**src/rtl/wt_dcache_inval_sched_pkg.sv**
```systemverilog
// Shared types for the D$ invalidation scheduler: line-address type and FSM states.
// Line address drops the cache-line offset bits of the physical address.
package wt_dcache_inval_sched_pkg;
    localparam int unsigned PLEN                = 56;
    localparam int unsigned DCACHE_OFFSET_WIDTH = 4;
    localparam int unsigned LINE_W              = PLEN - DCACHE_OFFSET_WIDTH;

    typedef logic [LINE_W-1:0] inv_line_t;

    typedef enum logic [1:0] {
        IDLE  = 2'd0,
        ISSUE = 2'd1,
        ALL   = 2'd2
    } inv_sched_state_e;
endpackage

```
**src/rtl/wt_dcache_inval_sched_if.sv**
```systemverilog
// Bus-side request, wt_dcache_inval req/ack and miss-unit invalidate-all handshakes.
// slave = scheduler view, master = surrounding environment view.
interface wt_dcache_inval_sched_if;
    import wt_dcache_inval_sched_pkg::*;

    logic            bus_inv_vld_i;
    logic            bus_inv_all_i;
    logic [PLEN-1:0] bus_inv_paddr_i;
    logic            bus_inv_rdy_o;
    logic            mem_inv_req_o;
    logic [PLEN-1:0] mem_inv_paddr_o;
    logic            mem_inv_ack_i;
    logic            inv_all_req_o;
    logic            inv_all_ack_i;
    logic            busy_o;

    modport slave (
        input  bus_inv_vld_i, bus_inv_all_i, bus_inv_paddr_i, mem_inv_ack_i, inv_all_ack_i,
        output bus_inv_rdy_o, mem_inv_req_o, mem_inv_paddr_o, inv_all_req_o, busy_o
    );

    modport master (
        output bus_inv_vld_i, bus_inv_all_i, bus_inv_paddr_i, mem_inv_ack_i, inv_all_ack_i,
        input  bus_inv_rdy_o, mem_inv_req_o, mem_inv_paddr_o, inv_all_req_o, busy_o
    );
endinterface

```
**src/rtl/wt_dcache_inval_fifo.sv**
```systemverilog
// Line-address queue with per-entry valid bits, parallel match and flush; push visible next cycle.
// No internal backpressure: caller must not push when full; flush may keep the in-flight head.
module wt_dcache_inval_fifo
    import wt_dcache_inval_sched_pkg::*;
#(
    parameter  int unsigned DEPTH = 4,
    localparam int unsigned PTR_W = $clog2(DEPTH),
    localparam int unsigned CNT_W = PTR_W + 1
) (
    input  logic             clk_i,
    input  logic             rst_ni,
    input  logic             i_push,
    input  inv_line_t        i_push_dat,
    input  logic             i_pop,
    input  logic             i_flush,
    input  logic             i_keep_head,
    input  inv_line_t        i_cmp_dat,
    output logic             o_match,
    output inv_line_t        o_head,
    output logic [CNT_W-1:0] o_count,
    output logic             o_full
);
    inv_line_t        r_mem [DEPTH];
    logic [DEPTH-1:0] r_vld;
    logic [DEPTH-1:0] w_vld_nxt;
    logic [PTR_W-1:0] r_rd_ptr;
    logic [PTR_W-1:0] r_wr_ptr;
    logic [CNT_W-1:0] r_count;

    // A flush coinciding with the head's pop leaves nothing behind.
    always_comb begin
        w_vld_nxt = r_vld;
        if (i_flush) begin
            w_vld_nxt = '0;
            if (i_keep_head && !i_pop) w_vld_nxt[r_rd_ptr] = 1'b1;
        end else begin
            if (i_pop)  w_vld_nxt[r_rd_ptr] = 1'b0;
            if (i_push) w_vld_nxt[r_wr_ptr] = 1'b1;
        end
    end

    always_comb begin
        o_match = 1'b0;
        for (int i = 0; i < int'(DEPTH); i++) begin
            if (r_vld[i] && (r_mem[i] == i_cmp_dat)) o_match = 1'b1;
        end
    end

    always_ff @(posedge clk_i or negedge rst_ni) begin
        if (!rst_ni) begin
            r_mem    <= '{default: '0};
            r_vld    <= '0;
            r_rd_ptr <= '0;
            r_wr_ptr <= '0;
            r_count  <= '0;
        end else begin
            r_vld <= w_vld_nxt;
            if (i_push) r_mem[r_wr_ptr] <= i_push_dat;
            if (i_flush) begin
                if (i_keep_head && !i_pop) begin
                    r_wr_ptr <= r_rd_ptr + PTR_W'(1);
                    r_count  <= CNT_W'(1);
                end else begin
                    r_rd_ptr <= r_wr_ptr;
                    r_count  <= '0;
                end
            end else begin
                if (i_push) r_wr_ptr <= r_wr_ptr + PTR_W'(1);
                if (i_pop)  r_rd_ptr <= r_rd_ptr + PTR_W'(1);
                r_count <= r_count + CNT_W'(i_push) - CNT_W'(i_pop);
            end
        end
    end

    assign o_head  = r_mem[r_rd_ptr];
    assign o_count = r_count;
    assign o_full  = (r_count == CNT_W'(DEPTH));
endmodule

```
**src/rtl/wt_dcache_inval_sched.sv**
```systemverilog
// Queues/merges bus line invalidations, issues one at a time to wt_dcache_inval, absorbs invalidate-all.
// First request 1 cycle after push, no bubble between acks; rdy drops only when full with no merge.
module wt_dcache_inval_sched
    import wt_dcache_inval_sched_pkg::*;
#(
    parameter int unsigned DEPTH = 4
) (
    input logic                    clk_i,
    input logic                    rst_ni,
    wt_dcache_inval_sched_if.slave bus
);
    localparam int unsigned CNT_W = $clog2(DEPTH) + 1;

    inv_sched_state_e r_state;
    inv_sched_state_e w_state_nxt;
    logic             r_all_pend;
    inv_line_t        w_line;
    inv_line_t        w_head;
    logic [CNT_W-1:0] w_count;
    logic             w_match;
    logic             w_full;
    logic             w_rdy;
    logic             w_acc_all;
    logic             w_acc_line;
    logic             w_push;
    logic             w_pop;
    logic             w_more;
    logic             w_unused_off;

    assign w_line       = bus.bus_inv_paddr_i[PLEN-1:DCACHE_OFFSET_WIDTH];
    assign w_unused_off = ^bus.bus_inv_paddr_i[DCACHE_OFFSET_WIDTH-1:0];

    // Ready uses pre-pop fullness so the ack never feeds back into rdy combinationally.
    assign w_rdy      = !w_full | w_match | bus.bus_inv_all_i;
    assign w_acc_all  = bus.bus_inv_vld_i & w_rdy & bus.bus_inv_all_i;
    assign w_acc_line = bus.bus_inv_vld_i & w_rdy & !bus.bus_inv_all_i;
    assign w_push     = w_acc_line & !w_match & !r_all_pend;
    assign w_pop      = (r_state == ISSUE) & bus.mem_inv_ack_i;
    assign w_more     = (w_count > CNT_W'(1)) | w_push;

    wt_dcache_inval_fifo #(
        .DEPTH(DEPTH)
    ) u_fifo (
        .clk_i       (clk_i),
        .rst_ni      (rst_ni),
        .i_push      (w_push),
        .i_push_dat  (w_line),
        .i_pop       (w_pop),
        .i_flush     (w_acc_all),
        .i_keep_head (r_state == ISSUE),
        .i_cmp_dat   (w_line),
        .o_match     (w_match),
        .o_head      (w_head),
        .o_count     (w_count),
        .o_full      (w_full)
    );

    always_ff @(posedge clk_i or negedge rst_ni) begin
        if (!rst_ni) begin
            r_state    <= IDLE;
            r_all_pend <= 1'b0;
        end else begin
            r_state <= w_state_nxt;
            if (w_acc_all) begin
                r_all_pend <= 1'b1;
            end else if ((r_state == ALL) && bus.inv_all_ack_i) begin
                r_all_pend <= 1'b0;
            end
        end
    end

    always_comb begin
        w_state_nxt         = r_state;
        bus.mem_inv_req_o   = 1'b0;
        bus.mem_inv_paddr_o = '0;
        bus.inv_all_req_o   = 1'b0;
        case (r_state)
            IDLE: begin
                // An all request accepted now empties the queue, so don't start issuing it.
                if (r_all_pend) begin
                    w_state_nxt = ALL;
                end else if ((w_count != '0) && !w_acc_all) begin
                    w_state_nxt = ISSUE;
                end
            end
            ISSUE: begin
                bus.mem_inv_req_o   = 1'b1;
                bus.mem_inv_paddr_o = {w_head, {DCACHE_OFFSET_WIDTH{1'b0}}};
                if (bus.mem_inv_ack_i) begin
                    if (r_all_pend || w_acc_all) begin
                        w_state_nxt = ALL;
                    end else if (w_more) begin
                        w_state_nxt = ISSUE;
                    end else begin
                        w_state_nxt = IDLE;
                    end
                end
            end
            ALL: begin
                bus.inv_all_req_o = 1'b1;
                if (bus.inv_all_ack_i) w_state_nxt = IDLE;
            end
            default: w_state_nxt = IDLE;
        endcase
    end

    assign bus.bus_inv_rdy_o = w_rdy;
    assign bus.busy_o        = (w_count != '0) | (r_state != IDLE) | r_all_pend;
endmodule

```
**src/flat_wrapper.sv**
```systemverilog
// flat-port wrapper written by rule: the top's interface ports become plain ports
module wt_dcache_inval_sched_flat import wt_dcache_inval_sched_pkg::*;
#(
    parameter int unsigned DEPTH = 4
)
  (clk_i, rst_ni, bus_bus_inv_vld_i, bus_bus_inv_all_i, bus_bus_inv_paddr_i, bus_mem_inv_ack_i, bus_inv_all_ack_i, bus_bus_inv_rdy_o, bus_mem_inv_req_o, bus_mem_inv_paddr_o, bus_inv_all_req_o, bus_busy_o);
  wt_dcache_inval_sched_if bus_i ();
  input logic clk_i;
  input logic rst_ni;
  input wire logic [$bits(bus_i.bus_inv_vld_i)-1:0] bus_bus_inv_vld_i;
  input wire logic [$bits(bus_i.bus_inv_all_i)-1:0] bus_bus_inv_all_i;
  input wire logic [$bits(bus_i.bus_inv_paddr_i)-1:0] bus_bus_inv_paddr_i;
  input wire logic [$bits(bus_i.mem_inv_ack_i)-1:0] bus_mem_inv_ack_i;
  input wire logic [$bits(bus_i.inv_all_ack_i)-1:0] bus_inv_all_ack_i;
  output wire logic [$bits(bus_i.bus_inv_rdy_o)-1:0] bus_bus_inv_rdy_o;
  output wire logic [$bits(bus_i.mem_inv_req_o)-1:0] bus_mem_inv_req_o;
  output wire logic [$bits(bus_i.mem_inv_paddr_o)-1:0] bus_mem_inv_paddr_o;
  output wire logic [$bits(bus_i.inv_all_req_o)-1:0] bus_inv_all_req_o;
  output wire logic [$bits(bus_i.busy_o)-1:0] bus_busy_o;
  assign bus_i.bus_inv_vld_i = bus_bus_inv_vld_i;
  assign bus_i.bus_inv_all_i = bus_bus_inv_all_i;
  assign bus_i.bus_inv_paddr_i = bus_bus_inv_paddr_i;
  assign bus_i.mem_inv_ack_i = bus_mem_inv_ack_i;
  assign bus_i.inv_all_ack_i = bus_inv_all_ack_i;
  assign bus_bus_inv_rdy_o = bus_i.bus_inv_rdy_o;
  assign bus_mem_inv_req_o = bus_i.mem_inv_req_o;
  assign bus_mem_inv_paddr_o = bus_i.mem_inv_paddr_o;
  assign bus_inv_all_req_o = bus_i.inv_all_req_o;
  assign bus_busy_o = bus_i.busy_o;
  wt_dcache_inval_sched #(.DEPTH(DEPTH)) u_core (.clk_i(clk_i), .rst_ni(rst_ni), .bus(bus_i));
endmodule
```
**config.mk**
```make
export PLATFORM = sky130hd
export DESIGN_NAME = wt_dcache_inval_sched_flat
export DESIGN_NICKNAME = d
export VERILOG_FILES = /design/src/rtl/wt_dcache_inval_sched_pkg.sv /design/src/rtl/wt_dcache_inval_sched_if.sv /design/src/rtl/wt_dcache_inval_fifo.sv /design/src/rtl/wt_dcache_inval_sched.sv /design/src/flat_wrapper.sv
export SDC_FILE = /design/constraint.sdc
export NUM_CORES = 1
export LEC_CHECK = 0
export ABC_AREA = 0
export CORE_MARGIN = 4
export CORE_UTILIZATION = 60
export DETAILED_ROUTE_END_ITERATION = 10
export DONT_BUFFER_PORTS = 1
export PLACE_DENSITY = 0.84
export SYNTH_ARGS = -nofsm -noshare
export SYNTH_HDL_FRONTEND = slang
export SYNTH_SLANG_ARGS = --single-unit
```
**constraint.sdc**
```tcl
create_clock -name clk_i -period 5.55 [get_ports clk_i]
set_clock_uncertainty 0.05 [all_clocks]
set_input_delay 1.11 -clock clk_i [delete_from_list [all_inputs] [get_ports clk_i]]
set_output_delay 1.11 -clock clk_i [all_outputs]
set_load 0.1 [all_outputs]
```
==> metrics <==
Root Driver=clkbuf_16; max_slew headroom=around a quarter; NetSw=3.37 mW; GRT Overall Usage=between 20% and 30%; asr flop ratio synth=100%; vias per cell=6.32; number of global-route vias before repair=8429; worst endpoint data arrival time=between 3 and 4 ns; Tmin final=4.28 ns; DP Area=about 0.014 mm2; Pint=5.44 mW; Die ar.=between 0.02 and 0.03 mm2; clock share of power=19.3%; worst hold path class=in2async; CTS tree=yes; WL/cell=between 20 and 30 um; DP HPWL=24.4 mm; core area=roughly 0.023 mm2; antenna fix cells=0; Slowest-stage cell, CP=nor4_1; global-route wire length before repair=between 50 and 60 mm; crit-path cells=xnor2_1, nand4_1, nor4_1, nand4_1, nand4_1, buf_4; max-cap violations=0; Post-Synthesis Cell Area=roughly 0.014 mm2; Post-CTS Setup Bufs=0; # IOs=~120; final-layout fill cell count=approximately 1600; Final Cell Area=between 0.01 and 0.015 mm2; # resized after CTS=0; critical path type=in2out; CTS hold repair buffers=0; die height=roughly 160 um; Pwr Density=approximately 600 mW/mm2; CTS buffer count=25; register share of total power=between 30% and 40%; Routability Congestion=around 0.90; Worst-Skew Late Latency=0.54 ns; yosys warns=0; slew of the pin with the lowest slew margin=~1.1 ns; Synth cell types=49; Clk pin slew, worst setup/hold paths=around 0.060 ns; largest net degree at the start of global routing=223; Final Core Density=63.4%; Detail Route Antenna Nets=0; CTS H-tree depth=1; Clock Path Buffers=3; First-pass DRT Iterations=7; Max FO, Critical Path=8; worst vdd ir=between 0.2 and 0.3 mV; Mean Syn Cell Area=13.6 um2; Sw Share=between 30% and 40%; run status=complete, no violations; period utilization=between 70% and 80%; Worst EP required=roughly 4.4 ns; GRT Residual Overflow=0; synth-to-layout area growth=3.40%; fin. max-slew vios=0; Bufs and invs on worst path=1; crit-path max cell delay=~0.46 ns; final hold viol count=0; layout cells sized above 1=32.6%; Lkg Pwr=6.03 nW; initial antenna violation count=1; port bufs=0; delay-heaviest family, CP=simple AND/OR/NAND/NOR gates; DRT iter0 DRCs=roughly 800; Seq cells post-synth=approximately 220; crit end category=output port; Die X=around 160 um; Fmax=234 MHz; Top FF cell, synth=dfrtp_1; Initial Util=between 60% and 70%; DRC violations left=0; # setup viols final=0; clk sinks=about 220; CP dominant cell by count=nand4_1; total wire length=35.2 mm; final net count=1038; setup TNS=0 ns; Seq/Total Area, Yosys=between 30% and 40%; part of the power in combinational logic=43.9%; Gate Count Post-Synth=1027; RSZ-0062 raised after global routing=no; Critical Path Source Type=primary input; FP Rows=55; vias post-DR=a little over 8000; Post-synth EDFFs=0
[layer usage]
layer	vias to the layer above	wire length (um)	track usage, %
met5	-	0	0
met4	0	1380	9.43
met3	85	3540	8.96
li1	3484	-	-
met1	4231	14000	36.4
met2	383	16300	42.0
[power by group through the flow]
stage                     clock [mW]  combinational, mW  sequential, mW
final                           1.70               3.86            3.24
after global routing            1.79               4.04            3.34
after CTS                       1.72               3.85            3.22
after detailed placement           0               3.81            3.24
after global placement             0               3.76            3.17
after floorplan                    0               3.32            2.89
[cells in the mapped netlist (14+ instances only)]
library cell	count	area share, %
and2_1	54	2.4
buf_12	24	3.4
clkbuf_1	50	1.3
dfrtp_1	222	40
inv_1	17	0.46
mux2_4	194	21
mux4_2	52	8.4
nand4_1	42	1.9
nor4_1	22	0.99
o21ai_0	14	0.50
xnor2_1	157	9.8
xor2_1	44	2.8
[cells in the final DEF (no fill, tap or decap), drive strengths merged, types with 2 or more instances in the layout]
cell     count
a211oi       3
a21oi       10
a31oi        4
and2        54
and3         5
buf         10
clkbuf      39
clkinv       3
conb         4
dfrtp      222
ha          11
inv         19
mux2       207
mux2i        2
mux4        52
nand2        8
nand2b       7
nand3        6
nand4       42
nor2         7
nor2b        4
nor3         5
nor4        22
o2111ai      2
o21ai       14
or3          2
xnor2      157
xor2        44
[stage by stage]
step | cells | power, mW | setup slack, ns | hold WS (ns)
6_report | 1294 | 8.81 | 1.27 | 0.220
5_1_grt | 1294 | 9.17 | 1.25 | 0.208
4_1_cts | 1294 | 8.79 | 1.33 | 0.213
3_5_place_dp | 1250 | 7.05 | 1.28 | 0.474
3_3_place_gp | 1250 | 6.93 | 1.29 | 0.458
2_1_floorplan | 1030 | 6.21 | 1.26 | 0.431
[layout make-up]
type | count | area, um2 | share of cell area (%)
Timing Repair Buffer | 10 | 87.6 | 0.606
Clock inverter | 5 | 57.6 | 0.399
Clock buffer | 39 | 798 | 5.53
Multi-Input combinational cell | 687 | 7480 | 51.8
Inverter | 18 | 67.6 | 0.468
Sequential cell | 222 | 5560 | 38.5
Tap cell | 313 | 392 | 2.71
[logic make-up (layout without fill, tap and decap cells)]
logic type      after synthesis  count (layout)  synth area share (%)
compound gates               44              44                  2.05
xor+xnor                    201             201                  12.6
fa+ha+maj                    12              12                  1.13
buf+inv                     121              72                  6.78
flops                       222             222                  39.8
mux                         261             261                  30.4
other cells                   1               4                0.0268
simple gates                165             165                  7.20
[path summary, 6_finish.rpt]
path                                          startpoint                   endpoint  slack (ns)  cells after the start
worst max-delay path             bus_bus_inv_paddr_i[28]          bus_bus_inv_rdy_o        1.27                      6
worst min-delay path                              rst_ni   u_core.u_fifo.r_mem[127]        0.22                      0
worst max register to register  u_core.u_fifo.r_mem[180]   u_core.u_fifo.r_mem[107]        1.85                      8
worst min register to register         u_core.r_state[1]          u_core.r_state[1]        0.49                      1
max in group asynchronous                         rst_ni  u_core.u_fifo.r_rd_ptr[0]        4.92                      0
min in group clk_i                     u_core.r_state[1]          u_core.r_state[1]        0.49                      1
[flip-flops by register name (all words and copies together) (netlist names)]
register,count
u_core.u_fifo.r_wr_ptr,2
u_core.u_fifo.r_rd_ptr,2
u_core.u_fifo.r_mem,208
u_core.r_all_pend,1
u_core.r_state,2
u_core.u_fifo.o_count,3
u_core.u_fifo.r_vld,4
No activity file was read; power rests on OpenSTA's default activity.
